==> src/rtl/pll_lock_supervisor_if.sv <==
// PLL supervisor signal bundle: PLL-side lock/relock inputs and reset/status outputs.
interface pll_lock_supervisor_if;
  logic       pll_locked;
  logic       force_relock;
  logic       pll_rst;
  logic       sys_rstn;
  logic       fault;
  logic [2:0] state;
  logic [3:0] retry_cnt;
  logic [7:0] loss_cnt;

  modport slave (
    input  pll_locked, force_relock,
    output pll_rst, sys_rstn, fault, state, retry_cnt, loss_cnt
  );

  modport master (
    output pll_locked, force_relock,
    input  pll_rst, sys_rstn, fault, state, retry_cnt, loss_cnt
  );
endinterface

==> src/rtl/pll_lock_supervisor.sv <==
// PLL reset sequencer: hold/lock/stabilize/run with timeout retry, loss recovery and sticky fault.
// Optional macro PLL_SUP_LOSSCNT_EN enables the saturating loss_cnt register.
module pll_lock_supervisor #(
  parameter int unsigned HOLD_CYCLES   = 16,
  parameter int unsigned LOCK_TIMEOUT  = 1000000,
  parameter int unsigned STABLE_CYCLES = 1024,
  parameter int unsigned RETRY_MAX     = 7
) (
  input  logic                  clk,
  input  logic                  rstn,
  pll_lock_supervisor_if.slave  bus
);

  localparam int unsigned CNT_W   = 24;
  localparam int unsigned RETRY_W = 4;
  localparam int unsigned LOSS_W  = 8;

  localparam logic [2:0] S_RESET_PLL = 3'd0;
  localparam logic [2:0] S_WAIT_LOCK = 3'd1;
  localparam logic [2:0] S_STABILIZE = 3'd2;
  localparam logic [2:0] S_RUN       = 3'd3;
  localparam logic [2:0] S_FAULT     = 3'd4;

  localparam logic [CNT_W-1:0]   HOLD_LAST    = CNT_W'(HOLD_CYCLES - 1);
  localparam logic [CNT_W-1:0]   TIMEOUT_LAST = CNT_W'(LOCK_TIMEOUT - 1);
  localparam logic [CNT_W-1:0]   STABLE_LAST  = CNT_W'(STABLE_CYCLES - 1);
  localparam logic [RETRY_W-1:0] RETRY_LIMIT  = RETRY_W'(RETRY_MAX);

  logic               sync1_q, lk_q;
  logic [2:0]         state_q, state_d;
  logic [CNT_W-1:0]   cnt_q, cnt_d;
  logic [RETRY_W-1:0] retry_q, retry_d;
  logic               pll_rst_q, pll_rst_d;
  logic               sys_rstn_q, sys_rstn_d;
  logic               fault_q, fault_d;
  logic               enter_c;

  // Two-flop synchronizer for the asynchronous lock indication.
  always_ff @(posedge clk or negedge rstn) begin
    if (!rstn) begin
      sync1_q <= 1'b0;
      lk_q    <= 1'b0;
    end else begin
      sync1_q <= bus.pll_locked;
      lk_q    <= sync1_q;
    end
  end

  always_ff @(posedge clk or negedge rstn) begin
    if (!rstn) begin
      state_q    <= S_RESET_PLL;
      cnt_q      <= '0;
      retry_q    <= '0;
      pll_rst_q  <= 1'b1;
      sys_rstn_q <= 1'b0;
      fault_q    <= 1'b0;
    end else begin
      state_q    <= state_d;
      cnt_q      <= cnt_d;
      retry_q    <= retry_d;
      pll_rst_q  <= pll_rst_d;
      sys_rstn_q <= sys_rstn_d;
      fault_q    <= fault_d;
    end
  end

  // Next state; force_relock overrides every other event, including timeouts and lock drops.
  always_comb begin
    state_d = state_q;
    retry_d = retry_q;
    enter_c = 1'b0;
    if (bus.force_relock) begin
      state_d = S_RESET_PLL;
      enter_c = 1'b1;
      if (state_q == S_FAULT) retry_d = '0;
    end else begin
      case (state_q)
        S_RESET_PLL: begin
          if (cnt_q == HOLD_LAST) begin
            state_d = S_WAIT_LOCK;
            enter_c = 1'b1;
          end
        end
        S_WAIT_LOCK: begin
          if (lk_q) begin
            state_d = S_STABILIZE;
            enter_c = 1'b1;
          end else if (cnt_q == TIMEOUT_LAST) begin
            retry_d = retry_q + RETRY_W'(1);
            enter_c = 1'b1;
            state_d = (retry_d == RETRY_LIMIT) ? S_FAULT : S_RESET_PLL;
          end
        end
        S_STABILIZE: begin
          if (!lk_q) begin
            state_d = S_WAIT_LOCK;
            enter_c = 1'b1;
          end else if (cnt_q == STABLE_LAST) begin
            state_d = S_RUN;
            retry_d = '0;
            enter_c = 1'b1;
          end
        end
        S_RUN: begin
          if (!lk_q) begin
            state_d = S_RESET_PLL;
            enter_c = 1'b1;
          end
        end
        S_FAULT: begin
          state_d = S_FAULT;
        end
        default: begin
          state_d = S_RESET_PLL;
          enter_c = 1'b1;
        end
      endcase
    end

    // Counter only advances in the timed states; RUN/FAULT simply hold it.
    if (enter_c) begin
      cnt_d = '0;
    end else if (state_q == S_RESET_PLL || state_q == S_WAIT_LOCK || state_q == S_STABILIZE) begin
      cnt_d = cnt_q + CNT_W'(1);
    end else begin
      cnt_d = cnt_q;
    end

    pll_rst_d  = (state_d == S_RESET_PLL);
    sys_rstn_d = (state_d == S_RUN);
    fault_d    = (state_d == S_FAULT);
  end

  assign bus.pll_rst   = pll_rst_q;
  assign bus.sys_rstn  = sys_rstn_q;
  assign bus.fault     = fault_q;
  assign bus.state     = state_q;
  assign bus.retry_cnt = retry_q;

`ifdef PLL_SUP_LOSSCNT_EN
  logic [LOSS_W-1:0] loss_q, loss_d;
  logic              lost_in_run_c;

  // A lock drop in RUN counts; a relock request in the same cycle does not.
  assign lost_in_run_c = (state_q == S_RUN) && !lk_q && !bus.force_relock;

  always_comb begin
    loss_d = loss_q;
    if (lost_in_run_c && (loss_q != {LOSS_W{1'b1}})) loss_d = loss_q + LOSS_W'(1);
  end

  always_ff @(posedge clk or negedge rstn) begin
    if (!rstn) loss_q <= '0;
    else       loss_q <= loss_d;
  end

  assign bus.loss_cnt = loss_q;
`else
  assign bus.loss_cnt = LOSS_W'(0);
`endif

endmodule
==> src/flat_wrapper.sv <==
// flat-port wrapper written by rule: the top's interface ports become plain ports
module pll_lock_supervisor_flat 
#(
  parameter int unsigned HOLD_CYCLES   = 16,
  parameter int unsigned LOCK_TIMEOUT  = 1000000,
  parameter int unsigned STABLE_CYCLES = 1024,
  parameter int unsigned RETRY_MAX     = 7
)
  (clk, rstn, bus_pll_locked, bus_force_relock, bus_pll_rst, bus_sys_rstn, bus_fault, bus_state, bus_retry_cnt, bus_loss_cnt);
  pll_lock_supervisor_if bus_i ();
  input  logic clk;
  input  logic rstn;
  input wire logic [$bits(bus_i.pll_locked)-1:0] bus_pll_locked;
  input wire logic [$bits(bus_i.force_relock)-1:0] bus_force_relock;
  output wire logic [$bits(bus_i.pll_rst)-1:0] bus_pll_rst;
  output wire logic [$bits(bus_i.sys_rstn)-1:0] bus_sys_rstn;
  output wire logic [$bits(bus_i.fault)-1:0] bus_fault;
  output wire logic [$bits(bus_i.state)-1:0] bus_state;
  output wire logic [$bits(bus_i.retry_cnt)-1:0] bus_retry_cnt;
  output wire logic [$bits(bus_i.loss_cnt)-1:0] bus_loss_cnt;
  assign bus_i.pll_locked = bus_pll_locked;
  assign bus_i.force_relock = bus_force_relock;
  assign bus_pll_rst = bus_i.pll_rst;
  assign bus_sys_rstn = bus_i.sys_rstn;
  assign bus_fault = bus_i.fault;
  assign bus_state = bus_i.state;
  assign bus_retry_cnt = bus_i.retry_cnt;
  assign bus_loss_cnt = bus_i.loss_cnt;
  pll_lock_supervisor #(.HOLD_CYCLES(HOLD_CYCLES), .LOCK_TIMEOUT(LOCK_TIMEOUT), .STABLE_CYCLES(STABLE_CYCLES), .RETRY_MAX(RETRY_MAX)) u_core (.clk(clk), .rstn(rstn), .bus(bus_i));
endmodule
==> config.mk <==
export PLATFORM = sky130hd
export DESIGN_NAME = pll_lock_supervisor_flat
export DESIGN_NICKNAME = d
export VERILOG_FILES = /design/src/rtl/pll_lock_supervisor_if.sv /design/src/rtl/pll_lock_supervisor.sv /design/src/flat_wrapper.sv
export SDC_FILE = /design/constraint.sdc
export NUM_CORES = 1
export LEC_CHECK = 0
export CORE_MARGIN = 2
export CORE_UTILIZATION = 45
export CTS_CLUSTER_SIZE = 8
export DETAILED_ROUTE_END_ITERATION = 12
export PLACE_DENSITY = 0.75
export SLEW_MARGIN = 25
export SYNTH_ARGS = -nofsm -noshare
export SYNTH_HDL_FRONTEND = slang
export SYNTH_SLANG_ARGS = --single-unit
==> constraint.sdc <==
create_clock -name clk -period 4.85 [get_ports clk]
set_input_delay 1.2125 -clock clk [delete_from_list [all_inputs] [get_ports clk]]
set_output_delay 1.2125 -clock clk [all_outputs]
set_load 0.03 [all_outputs]
==> results by group, run 1 <==
Floorplanning
  – Initial Utilization: 0.465
  – Core Area: just over 5000 µm²
  – Ports: 22
  – Die area: 5840 µm²
  – # rows: 26
  – Die width: around 76 µm
  – Chip height: around 76 µm

Drt
  – Routed wire length: between 4000 and 5000 µm
  – Vias per Instance: around 5.5
  – Final ANT Viol Nets: 0
  – 1st-pass router iterations: 4
  – DRC: 0
  – DR vias: approximately 1700
  – Drt wl/cell: approximately 15 µm
  – Initial DRC Count: a little over 60

Synthesis
  – Leading post-synthesis cells by cell area: dfrtp_1 37%, nor3_2 8.5%, xnor2_1 7.1%, nor3_1 3.8%, nand3_1 2.8%
  – Mapped Cells: 233
  – Seq/Total Area, Yosys: 0.382
  – Synth unique cells: between 50 and 60
  – Syn avg cell area: between 10 and 15 µm²
  – EDFF count, synth: 0
  – Most used DFF post-synth: dfrtp_1
  – Post-synthesis register bit count: 36
  – Synth top area share: 0.371
  – Ys async rst share: 1.00
  – Yosys top cell by area: dfrtp_1
  – Ys Warns: 0
  – Cell Area, Synth: between 2000 and 2500 µm²

Timing
  – Final period util: 0.609
  – TNS Setup: 0 ps
  – Tmin final: between 2000 and 3000 ps
  – RSZ-0062 raised after global routing: no
  – Slew @ Worst Pin: 964 ps
  – Rel. slew slack: 0.356
  – Worst Clk Skew: about 4.5 ps
  – Final count of hold timing violations: 0
  – Final max-slew violation count: 0
  – Final setup viols: 0
  – Hold_ws: roughly 350 ps
  – Achievable Freq: between 0.3 and 0.4 GHz

Finish
  – Share of cells above drive strength 1: 0.193
  – Post-route insts no fill: 313
  – Final core occ: 0.508
  – N_diodes: 0
  – Nets@finish: 250
  – Layout Area Growth over Synthesis: 9.23%

Setup path
  – Crit-path max FO: 12
  – Critical path type: reg2out
  – Crit-path cells: clkdlybuf4s50_1
  – R2r startpoint: u_core.cnt_q[0]$_DFFE_PN0P_
  – Top delay family on crit path: buffers and inverters
  – Critical Path Start Type: flip-flop
  – CP max stage cell: clkdlybuf4s50_1
  – Critical path arrival: between 1500 and 2000 ps
  – Worst Setup End Kind: output pin
  – CP max stage delay: 770 ps
  – Worst Setup SP: u_core.bus.state[1]$_DFF_PN0_
  – Buffers & Inverters on Critical Path: 1
  – Crit path required time: 3640 ps

CTS
  – Num CTS Buffers: 5
  – H-tree Lvls: 2
  – # clock sinks: 36
  – # resized after CTS: 0
  – Clock tree buffer depth: 2
  – Clk slew on worst S/H paths: ~70 ps
  – CTS tree: done
  – Setup Fix Bufs, Post-CTS: 0
  – Root Buffer: clkbuf_8
  – Clk_lat worst skew: roughly 290 ps
  – Hold_buf cts: 0

GRT
  – Vias in the first global route: approximately 1700
  – GRT Overall Usage: 0.169
  – Global-route wire length before repair: slightly below 8000 µm
  – Initial antenna violation count: 0
  – Grt total ovfl: 0
  – Largest net degree at the start of global routing: 37

Power
  – Peak supply drop: approximately 110 µV
  – Power Total: ~590 µW
  – Static leakage: roughly 0.001 µW
  – Pwr Density: about 230 nW/µm²

Status
  – Status: complete, no violations

Placement
  – Port Buffer Count: 13
  – Placed cells: 306
  – Final RePlAce weighted congestion: about 0.84
  – HPWL after DPL: 3160 µm

Job
  – MaxCap Viol Count: 0

Hold path
  – Hold Startpoint: u_core.sync1_q$_DFF_PN0_
  – Hold/Removal Path Class: reg2reg
layout make-up:
type | count | area (µm²)
inverter | 9 | 33.8
timing repair buffer | 15 | 145
tap | 70 | 87.6
clock buffer | 7 | 96.3
sequential | 36 | 902
fill | 486 | 2500
multi-input combinational | 176 | 1310
logic make-up (layout without fill, tap and decap cells):
logic type,after synthesis,after routing,share of synthesized area
AO/OA/AOI/OAI,18,18,0.0848
buffers and inverters,28,31,0.0726
AND/OR/NAND/NOR,120,120,0.341
XOR/XNOR,25,25,0.0928
adder cells (fa/ha/maj),3,3,0.0159
other,1,8,0.00159
flip-flops,36,36,0.382
multiplexers,2,2,0.00848
metrics by stage:
stage	setup WS (ps)	cell area, µm²
after floorplan	2300	2390
after global placement	1810	2480
after detailed placement	1800	2480
after CTS	1890	2580
after global routing	1840	2580
final	1900	2580
per-layer routing:
metal / GRT usage / wire length, µm / up-vias
met1: 0.224 / 2140 / 832
met2: 0.265 / 2190 / 35
met4: 0.0545 / 60 / 0
met5: 0 / 0 / -
met3: 0.0498 / 177 / 7
li1: - / - / 839
cell usage after synthesis, types with 3 or more instances:
| cell | instances |
|---|---|
| and3_1 | 4 |
| buf_2 | 5 |
| buf_4 | 8 |
| buf_6 | 4 |
| dfrtp_1 | 35 |
| ha_1 | 3 |
| inv_1 | 8 |
| nand2_1 | 13 |
| nand2b_1 | 4 |
| nand3_1 | 13 |
| nand4_1 | 5 |
| nor2_1 | 15 |
| nor3_1 | 18 |
| nor3_2 | 20 |
| nor4_1 | 7 |
| xnor2_1 | 19 |
| xor2_1 | 6 |
report_power, final:
group / total, µW / switching, µW / internal (µW) / leakage, µW
clock network: 229 / 103 / 126 / 0.0000503
logic: 49.1 / 33.6 / 15.5 / 0.000470
registers: 311 / 5.96 / 305 / 0.000483
worst paths after layout:
check	endpoint	depth (start not counted)	slack, ps
setup / recovery	bus_state[1]	1	1900
hold / removal	u_core.lk_q$_DFF_PN0_	0	350
setup reg to reg	u_core.cnt_q[7]$_DFFE_PN0P_	6	2370
hold reg to reg	u_core.lk_q$_DFF_PN0_	0	350
max in group asynchronous	u_core.bus.pll_rst$_DFF_PN1_	2	3170
min in group asynchronous	u_core.bus.state[0]$_DFF_PN0_	2	1350
cells in the final DEF (no fill, tap or decap), types with 2 or more instances in the layout:
cell type and n:
dfrtp_1 35, xnor2_1 19, nor3_2 20, nand4_1 5
nand2_1 13, nor4_4 2, mux2i_1 2, nand3_1 13
and3_1 4, ha_1 3, and4_1 2, inv_1 8
nor3_1 18, nand2b_1 4, clkbuf_8 7, conb_1 8
buf_4 2, xor2_1 6, nor2_1 15, o21a_1 2
or3_1 2, and2_1 2, or4_4 2, a21oi_1 2
nor4_1 7, nor4_2 2, clkdlybuf4s50_1 13
sequential cells by signal, summed over array words and instances (netlist names):
signal and cells:
u_core.bus.sys_rstn 1, u_core.bus.retry_cnt 4, u_core.bus.pll_rst 1, u_core.cnt_q 24
u_core.bus.state 3, u_core.bus.fault 1, u_core.lk_q 1, u_core.sync1_q 1
Power figures use the tool's default switching activity.
==> inputs of run 2 (changes only) <==
- clock period: 4.85 -> 2.9 ns (I/O delays scaled with it)
==> results by group, run 2 (synthesized netlist as in run 1, its figures left out) <==
Status
  – Status: complete, no violations (unchanged)

Power
  – Sw frac: 0.241 (was 0.242)
  – Static leakage: 0.00101 µW (was 0.00100 µW)
  – Int Pwr: 790 µW (was 447 µW)
  – Clk pwr share: 0.422 (was 0.389)
  – Combinational power share: 0.080 (was 0.083)
  – Seq pwr share: 0.498 (was 0.527)
  – NetSw: 251 µW (was 142 µW)
  – Pwr Density: 400 nW/µm² (was 228 nW/µm²)
  – Peak supply drop: 232 µV (was 109 µV)

Setup path
  – Critical path arrival: 1740 ps (about the same)
  – CP max stage delay: 780 ps (was 770 ps)
  – Critical Path Start Type: flip-flop (unchanged)
  – Worst Setup End Kind: output pin (unchanged)
  – Crit-path max FO: 12 (unchanged)
  – Buffers & Inverters on Critical Path: 1 (unchanged)
  – Critical path type: reg2out (unchanged)
  – Crit path required time: 2170 ps (was 3640 ps)
  – Reg2Reg Depth: 6 (unchanged)
  – CP max stage cell: clkdlybuf4s50_1 (unchanged)
  – Top delay family on crit path: buffers and inverters (unchanged)
  – Critical Path Stages: 1 (unchanged)
  – Crit-path cells: clkdlybuf4s50_1 (unchanged)

GRT
  – Grt total ovfl: 0 (unchanged)
  – Global-route wire length before repair: 7890 µm (was 7940 µm)
  – Largest net degree at the start of global routing: 37 (unchanged)
  – GRT Overall Usage: 0.166 (was 0.169)
  – Vias in the first global route: 1672 (was 1667)
  – Initial antenna violation count: 0 (unchanged)

CTS
  – Clk slew on worst S/H paths: 70 ps (about the same)
  – Setup Fix Bufs, Post-CTS: 0 (unchanged)
  – CTS tree: done (unchanged)
  – Clk_lat worst skew: 290 ps (about the same)
  – H-tree Lvls: 2 (unchanged)
  – Hold_buf cts: 0 (unchanged)
  – # clock sinks: 36 (unchanged)
  – Clock tree buffer depth: 2 (unchanged)
  – Root Buffer: clkbuf_8 (unchanged)
  – # resized after CTS: 0 (unchanged)
  – Num CTS Buffers: 5 (unchanged)

Floorplanning
  – Chip height: 76.4 µm (unchanged)
  – Initial Utilization: 0.465 (unchanged)
  – Ports: 22 (unchanged)
  – # rows: 26 (unchanged)
  – Core Area: 5070 µm² (unchanged)
  – Die width: 76.4 µm (unchanged)
  – Die area: 5840 µm² (unchanged)

Placement
  – Final RePlAce weighted congestion: 0.827 (was 0.844)
  – Placed cells: 307 (was 306)
  – Port Buffer Count: 13 (unchanged)
  – Placed cell area: 2490 µm² (was 2480 µm²)
  – HPWL after DPL: 3110 µm (was 3160 µm)
  – Pre-CTS WS: 503 ps (was 1800 ps)

Timing
  – Final count of hold timing violations: 0 (unchanged)
  – Achievable Freq: roughly 0.4 GHz
  – TNS Setup: 0 ps (unchanged)
  – Rel. slew slack: 0.401 (was 0.356)
  – Setup ws final: 432 ps (was 1900 ps)
  – Slew @ Worst Pin: 896 ps (was 964 ps)
  – Worst Clk Skew: 8.43 ps (was 4.45 ps)
  – Tmin final: approximately 2500 ps
  – Final period util: 0.851
  – Final setup viols: 0 (unchanged)
  – RSZ-0062 raised after global routing: no (unchanged)
  – Final max-slew violation count: 0 (unchanged)

Finish
  – Max reg flops: 24 (unchanged)
  – Share of cells above drive strength 1: 0.200 (was 0.193)
  – Post-route insts no fill: 315 (was 313)
  – N_diodes: 0 (unchanged)
  – Design area: 2600 µm² (was 2580 µm²)
  – Layout Area Growth over Synthesis: 10.2% (was 9.23%)
  – Nets@finish: 251 (was 250)
  – Most frequent cells in the layout: 35 x dfrtp_1, 20 x nor3_2, 19 x xnor2_1 (unchanged)
  – Top reg by flops: u_core.cnt_q (unchanged)
  – Commonest non-fill, non-tap cell in the layout: dfrtp_1 (unchanged)

Drt
  – Final ANT Viol Nets: 0 (unchanged)
  – DR vias: 1725 (was 1713)
  – Drt wl/cell: 14.1 µm (was 14.6 µm)
  – Vias per Instance: 5.48 (was 5.47)
  – DRC: 0 (unchanged)
  – 1st-pass router iterations: 4 (unchanged)
  – Initial DRC Count: 51 (was 61)
  – Routed wire length: 4430 µm (was 4560 µm)

Hold path
  – Hold Crit Depth: 0 (unchanged)
  – Hold/Removal Path Class: reg2reg (unchanged)

Job
  – MaxCap Viol Count: 0 (unchanged)
-- run 2: changes by cell type in the layout (fill, tap and decap cells not counted), sizes merged --
cell / delta
buf: +1
clkinv: +1
clkinvlp: +1
clkbuf: -2
bufinv: +1
-- run 2: through the flow --
stage	hold slack, ps	power [µW]	util
2_1_floorplan	331	593	-
5_1_grt	370	1090	0.512
3_5_place_dp	336	612	0.490
4_1_cts	355	1060	0.512
6_report	351	1040	0.512
3_3_place_gp	334	611	0.490
-- run 2: final cells by class --
class | instances | area [µm²]
timing repair buffer | 16 | 153
tap | 70 | 87.6
clock inverter | 3 | 42.5
sequential | 36 | 902
fill | 479 | 2470
clock buffer | 5 | 68.8
inverter | 9 | 33.8
multi-input combinational | 176 | 1310
-- run 2: path summary, 6_finish.rpt --
path                                               startpoint  slack (ps)                             to
worst max-delay path            u_core.bus.state[1]$_DFF_PN0_         430                   bus_state[1]
worst min-delay path                 u_core.sync1_q$_DFF_PN0_         350          u_core.lk_q$_DFF_PN0_
worst max register to register    u_core.cnt_q[0]$_DFFE_PN0P_         540    u_core.cnt_q[7]$_DFFE_PN0P_
worst min register to register       u_core.sync1_q$_DFF_PN0_         350          u_core.lk_q$_DFF_PN0_
max in group asynchronous                                rstn        1720   u_core.bus.pll_rst$_DFF_PN1_
min in group asynchronous                                rstn         850  u_core.bus.state[2]$_DFF_PN0_
-- run 2: layer usage --
layer,vias to the layer above,part of all wire,GRT usage,routed length (µm)
met3,5,0.037,0.0355,164
met1,840,0.46,0.218,2050
met4,0,0.014,0.0709,64
li1,839,-,-,-
met5,-,0,0,0
met2,41,0.49,0.265,2150
-- run 2: power groups by stage --
stage / clock, µW / combinational [µW] / sequential [µW]
after global routing: 479 / 91.4 / 521
final: 440 / 82.9 / 519
after global placement: 0 / 83.0 / 528
after floorplan: 0 / 63.0 / 530
after CTS: 453 / 84.1 / 519
after detailed placement: 0 / 83.6 / 529
